File: config.mk
export PLATFORM = sky130hd
export DESIGN_NAME = spi_multi_slave_master
export DESIGN_NICKNAME = d
export VERILOG_FILES = /design/src/rtl/spi_multi_slave_master.sv
export SDC_FILE = /design/constraint.sdc
export NUM_CORES = 1
export LEC_CHECK = 0
export ABC_AREA = 1
export CORE_ASPECT_RATIO = 1.5
export CORE_MARGIN = 2
export CORE_UTILIZATION = 41
export DETAILED_ROUTE_END_ITERATION = 8
export MAX_ROUTING_LAYER = met4
export PLACE_DENSITY = 0.66
export SKIP_CTS_REPAIR_TIMING = 1
export SYNTH_ARGS = -nofsm -noshare
export SYNTH_HDL_FRONTEND = slang
export SYNTH_SLANG_ARGS = --single-unit
File: constraint.sdc
create_clock -name clk -period 1.55 [get_ports clk]
set_input_delay 0.465 -clock clk [delete_from_list [all_inputs] [get_ports clk]]
set_output_delay 0.465 -clock clk [all_outputs]
set_load 0.01 [all_outputs]
File: src/rtl/spi_multi_slave_master.sv
// SPI mode-0 byte master driving three slaves through separate chip selects.
// Ports: clk/rst (async high), start/slave_sel/mosi_data request,
//   miso in; sclk/mosi/cs0..cs2 pins, done pulse and miso_data result out.
// Build option: define SPI_LSB_FIRST_EN to shift TX/RX LSB first.
module spi_multi_slave_master #(
  parameter int DATA_WIDTH  = 8,
  parameter int HALF_PERIOD = 2
) (
  input  logic                  clk,
  input  logic                  rst,
  input  logic                  start,
  input  logic [1:0]            slave_sel,
  input  logic [DATA_WIDTH-1:0] mosi_data,
  input  logic                  miso,
  output logic                  sclk,
  output logic                  mosi,
  output logic                  cs0,
  output logic                  cs1,
  output logic                  cs2,
  output logic                  done,
  output logic [DATA_WIDTH-1:0] miso_data
);

  localparam int HCW = (HALF_PERIOD > 1) ? $clog2(HALF_PERIOD) : 1;
  localparam int PCW = $clog2(2 * DATA_WIDTH);
  localparam logic [HCW-1:0] HC_MAX = HCW'(HALF_PERIOD - 1);
  localparam logic [PCW-1:0] PH_MAX = PCW'(2 * DATA_WIDTH - 1);

  typedef logic [DATA_WIDTH-1:0] word_t;

`ifdef SPI_LSB_FIRST_EN
  localparam int FIRST = 0;
  // TX rotates so every bit stays live; wrapped bits are never driven.
  function automatic word_t tx_shift(input word_t v);
    return {v[0], v[DATA_WIDTH-1:1]};
  endfunction
  function automatic word_t rx_shift(input word_t v, input logic b);
    return {b, v[DATA_WIDTH-1:1]};
  endfunction
`else
  localparam int FIRST = DATA_WIDTH - 1;
  function automatic word_t tx_shift(input word_t v);
    return {v[DATA_WIDTH-2:0], v[DATA_WIDTH-1]};
  endfunction
  function automatic word_t rx_shift(input word_t v, input logic b);
    return {v[DATA_WIDTH-2:0], b};
  endfunction
`endif

  typedef enum logic [1:0] {
    IDLE, SETUP, TRANSFER, FINISH
  } state_t;

  state_t          state_q, state_d;
  word_t           tx_q, tx_d;
  word_t           rx_q, rx_d;
  word_t           miso_data_q, miso_data_d;
  logic [HCW-1:0]  half_q, half_d;
  logic [PCW-1:0]  phase_q, phase_d;
  logic            sclk_q, sclk_d;
  logic            mosi_q, mosi_d;
  logic [2:0]      cs_q, cs_d;
  logic            done_q, done_d;

  always_comb begin
    state_d     = state_q;
    tx_d        = tx_q;
    rx_d        = rx_q;
    miso_data_d = miso_data_q;
    half_d      = half_q;
    phase_d     = phase_q;
    sclk_d      = sclk_q;
    mosi_d      = mosi_q;
    cs_d        = cs_q;
    done_d      = 1'b0;
    unique case (state_q)
      IDLE: begin
        // Outputs are registered on entry so SETUP already shows
        // the selected cs low and the first data bit.
        if (start && slave_sel != 2'd3) begin
          state_d = SETUP;
          tx_d    = mosi_data;
          mosi_d  = mosi_data[FIRST];
          cs_d    = ~(3'b001 << slave_sel);
        end
      end
      SETUP: begin
        state_d = TRANSFER;
        half_d  = '0;
        phase_d = '0;
        sclk_d  = 1'b0;
      end
      TRANSFER: begin
        if (half_q != HC_MAX) begin
          half_d = half_q + 1'b1;
        end else begin
          half_d  = '0;
          phase_d = phase_q + 1'b1;
          sclk_d  = ~sclk_q;
          if (!sclk_q) begin
            rx_d = rx_shift(rx_q, miso);
          end else begin
            tx_d   = tx_shift(tx_q);
            mosi_d = tx_d[FIRST];
            if (phase_q == PH_MAX) begin
              state_d     = FINISH;
              cs_d        = 3'b111;
              mosi_d      = 1'b0;
              done_d      = 1'b1;
              miso_data_d = rx_q;
            end
          end
        end
      end
      FINISH: state_d = IDLE;
      default: state_d = IDLE;
    endcase
  end

  always_ff @(posedge clk or posedge rst) begin
    if (rst) begin
      state_q     <= IDLE;
      tx_q        <= '0;
      rx_q        <= '0;
      miso_data_q <= '0;
      half_q      <= '0;
      phase_q     <= '0;
      sclk_q      <= 1'b0;
      mosi_q      <= 1'b0;
      cs_q        <= 3'b111;
      done_q      <= 1'b0;
    end else begin
      state_q     <= state_d;
      tx_q        <= tx_d;
      rx_q        <= rx_d;
      miso_data_q <= miso_data_d;
      half_q      <= half_d;
      phase_q     <= phase_d;
      sclk_q      <= sclk_d;
      mosi_q      <= mosi_d;
      cs_q        <= cs_d;
      done_q      <= done_d;
    end
  end

  assign sclk      = sclk_q;
  assign mosi      = mosi_q;
  assign cs0       = cs_q[0];
  assign cs1       = cs_q[1];
  assign cs2       = cs_q[2];
  assign done      = done_q;
  assign miso_data = miso_data_q;

endmodule

==> impl_metrics.json <==
{
  "status": "completed",
  "initial_core_util_pct": 42.37,
  "overflow": 0,
  "dr.pass1.iters": 4,
  "post_drt_wl_per_cell_um": 12.26,
  "cts_root_buffer": "clkbuf_8",
  "die_y_um": 84.43,
  "whs_ns": 0.4258,
  "synth_fa_ha_area_share_pct": 3.539,
  "antenna_found_initial": 0,
  "synth_top_family_by_area": "simple AND/OR/NAND/NOR gates",
  "drive_gt1_share_pct": 22.41,
  "numCtsBuffers": 5,
  "cts.sinks": 37,
  "r2r_setup_slack_ns": 0.07,
  "synth.area.top_cells": "dfrtp_1 48%, nand2_1 10%, o21ai_0 5.9%, dfstp_2 4.5%, inv_1 4.5%",
  "synth-xor-area-share_pct": 0,
  "hold_viol_final": 0,
  "yosysTopAreaCellShare_pct": 48.12,
  "drv_slew": 0,
  "fin_skew_ns": 0.007527,
  "insertion_delay_ns": 0.29,
  "synth.cell_area_um2": 1768,
  "min_path_type": "input pin to asynchronous set/reset pin",
  "io_pins": 28,
  "peakVddDrop_uv": 1132,
  "drv_cap": 0,
  "grt_pass1_wl_mm": 5.982,
  "area.growth.synth_to_final_pct": 37.30,
  "drt-initial-drc-count": 53,
  "slew_headroom_pct": 77.79,
  "r2r_end": "miso_data[2]",
  "setup_tns_ns": 0,
  "crit_type": "flip-flop to flip-flop",
  "design.die.area_um2": 4864,
  "cp_max_fo": 8,
  "min_period_over_period_pct": 95.56,
  "yosys_warnings": 0,
  "syn-num-nets": 214,
  "grt_pass1_vias": 1388,
  "tritoncts": "done",
  "clock_path_buffers": 2,
  "track_usage_pct": 16.06,
  "cts.clk_slew.worst_paths_ns": 0.07,
  "synth.distinct_cells": 23,
  "required_ns": 1.75,
  "p_leak_nw": 1.365,
  "globalRoute.busiestLayer": "met2",
  "drc": 0,
  "r2r_cells": 9,
  "final_nets": 260,
  "tightest_slew_ns": 0.3331,
  "synthSimpleGateAreaFrac_pct": 23.99,
  "met2_usage_pct": 27.17,
  "use_met3_pct": 4.468,
  "cp-start-kind": "flip-flop",
  "io_buffers": 27,
  "die_w_um": 57.62,
  "use_met1_pct": 18.04,
  "grt_max_degree": 23,
  "final_antenna_net_count": 0,
  "netlist_instances": 195,
  "setup_viol": 0,
  "routed-via-count": 1406,
  "critPathCaptureType": "flip-flop",
  "r2r_start": "state_q[0]",
  "finalCriticalPeriod_ns": 1.481,
  "dp_hpwl_mm": 2.515,
  "muxShareOfSynthArea_pct": 0,
  "cp.arrival_ns": 1.68,
  "power_density_nw_per_um2": 1719,
  "yosysTopAreaCell": "dfrtp_1",
  "synth-compound-area-share_pct": 11.89,
  "core_area_um2": 4173,
  "gp_congestion": 0.8043,
  "fp-row-count": 29,
  "wl_mm": 3.518,
  "antenna_cells": 0,
  "ys_seq_area_share_pct": 52.58,
  "startpoint": "state_q[0]",
  "htree_levels": 2,
  "syn_area_per_cell_um2": 9.066,
  "fmax_ghz": 0.6751,
  "routed_via_density": 4.899,
  "postSynthRegisterBits": 37
}
power by group:
part	switching, W	total [W]	internal [W]
Sequential	0.000234	0.00158	0.00135
Combinational	0.00103	0.00192	0.000889
Clock	0.000319	0.000672	0.000353
placed cells by master, fill, tap and decap left out, drive strengths merged:
cell type,netlist,routed
nand2,51,51
dfrtp,34,34
o21ai,30,30
inv,21,21
buf,7,17
dlymetal6s2s,0,14
clkdlybuf4s50,0,13
nand3,13,13
or2,9,9
clkbuf,0,9
nor2,7,7
nand4,6,6
a21oi,6,6
ha,5,5
dfstp,3,3
o21a,1,1
nor3,1,1
and2,1,1
metal layers:
layer,vias to the layer above,routed length (um)
met2,23,1857
met4,0,57
met1,657,1468
met3,7,134
li1,719,-
met5,-,0
state kept, by name (all words and copies together) (netlist names):
register   cells
miso_data      8
cs_q           3
sclk           1
phase_q        4
done           1
state_q        2
mosi           1
half_q         1
rx_q           8
tx_q           8
final cells by class:
cell class,count,area [um^2]
Clock buffer,7,86.33
Fill cell,375,1745
Inverter,21,78.83
Multi-Input combinational cell,130,725.7
Sequential cell,37,929.6
Tap cell,46,57.56
Timing Repair Buffer,46,549.3
cell usage after synthesis:
| library cell | number |
|---|---|
| nand2_2 | 2 |
| nand3_1 | 12 |
| nor2_1 | 7 |
| nand2_1 | 47 |
| ha_1 | 5 |
| inv_1 | 21 |
| o21ai_2 | 3 |
| nand4_1 | 6 |
| a21oi_1 | 5 |
| buf_2 | 2 |
| dfstp_2 | 3 |
| buf_6 | 4 |
| dfrtp_1 | 34 |
| o21ai_1 | 6 |
| o21ai_0 | 21 |
| nand3_2 | 1 |
| or2_2 | 9 |
| nor3_4 | 1 |
| a21oi_4 | 1 |
| buf_4 | 1 |
| o21a_1 | 1 |
| and2_1 | 1 |
| nand2_4 | 2 |
through the flow:
step	utilization, %	total power, W	setup WS, ns	area (um^2)	std cells
after global placement	52.80	0.003427	-0.05006	2203	277
after detailed placement	52.80	0.003478	-0.07524	2203	277
after CTS	54.87	0.004174	-0.2862	2290	284
final	58.17	0.004173	0.06881	2427	287
after floorplan	-	0.002842	0.07469	1768	195
after global routing	58.17	0.004559	-0.005651	2427	287
worst max-delay path by stage:
stage / to / slack, ns
after global placement: mosi / -0.05
after detailed placement: mosi / -0.08
after floorplan: miso_data[0] / 0.07
final: miso_data[2] / 0.07
after global routing: mosi / -0.006
after CTS: cs1 / -0.29
worst max-delay path, cell delays in order, from the launching register on:
cell and delay (ns):
dfrtp_1 0.39, inv_2 0.08, ha_4 0.17, buf_6 0.13
nand2_4 0.07, nor3_4 0.16, buf_12 0.14, clkbuf_16 0.14
nand2_1 0.05, o21ai_0 0.07
cell families (layout without fill, tap and decap cells):
kind of cell / Yosys count / count (layout)
simple gates: 88 / 88
compound gates: 37 / 37
flops: 37 / 37
buf+inv: 28 / 74
fa+ha+maj: 5 / 5
Note: power is estimated with default switching activity, not from simulation.
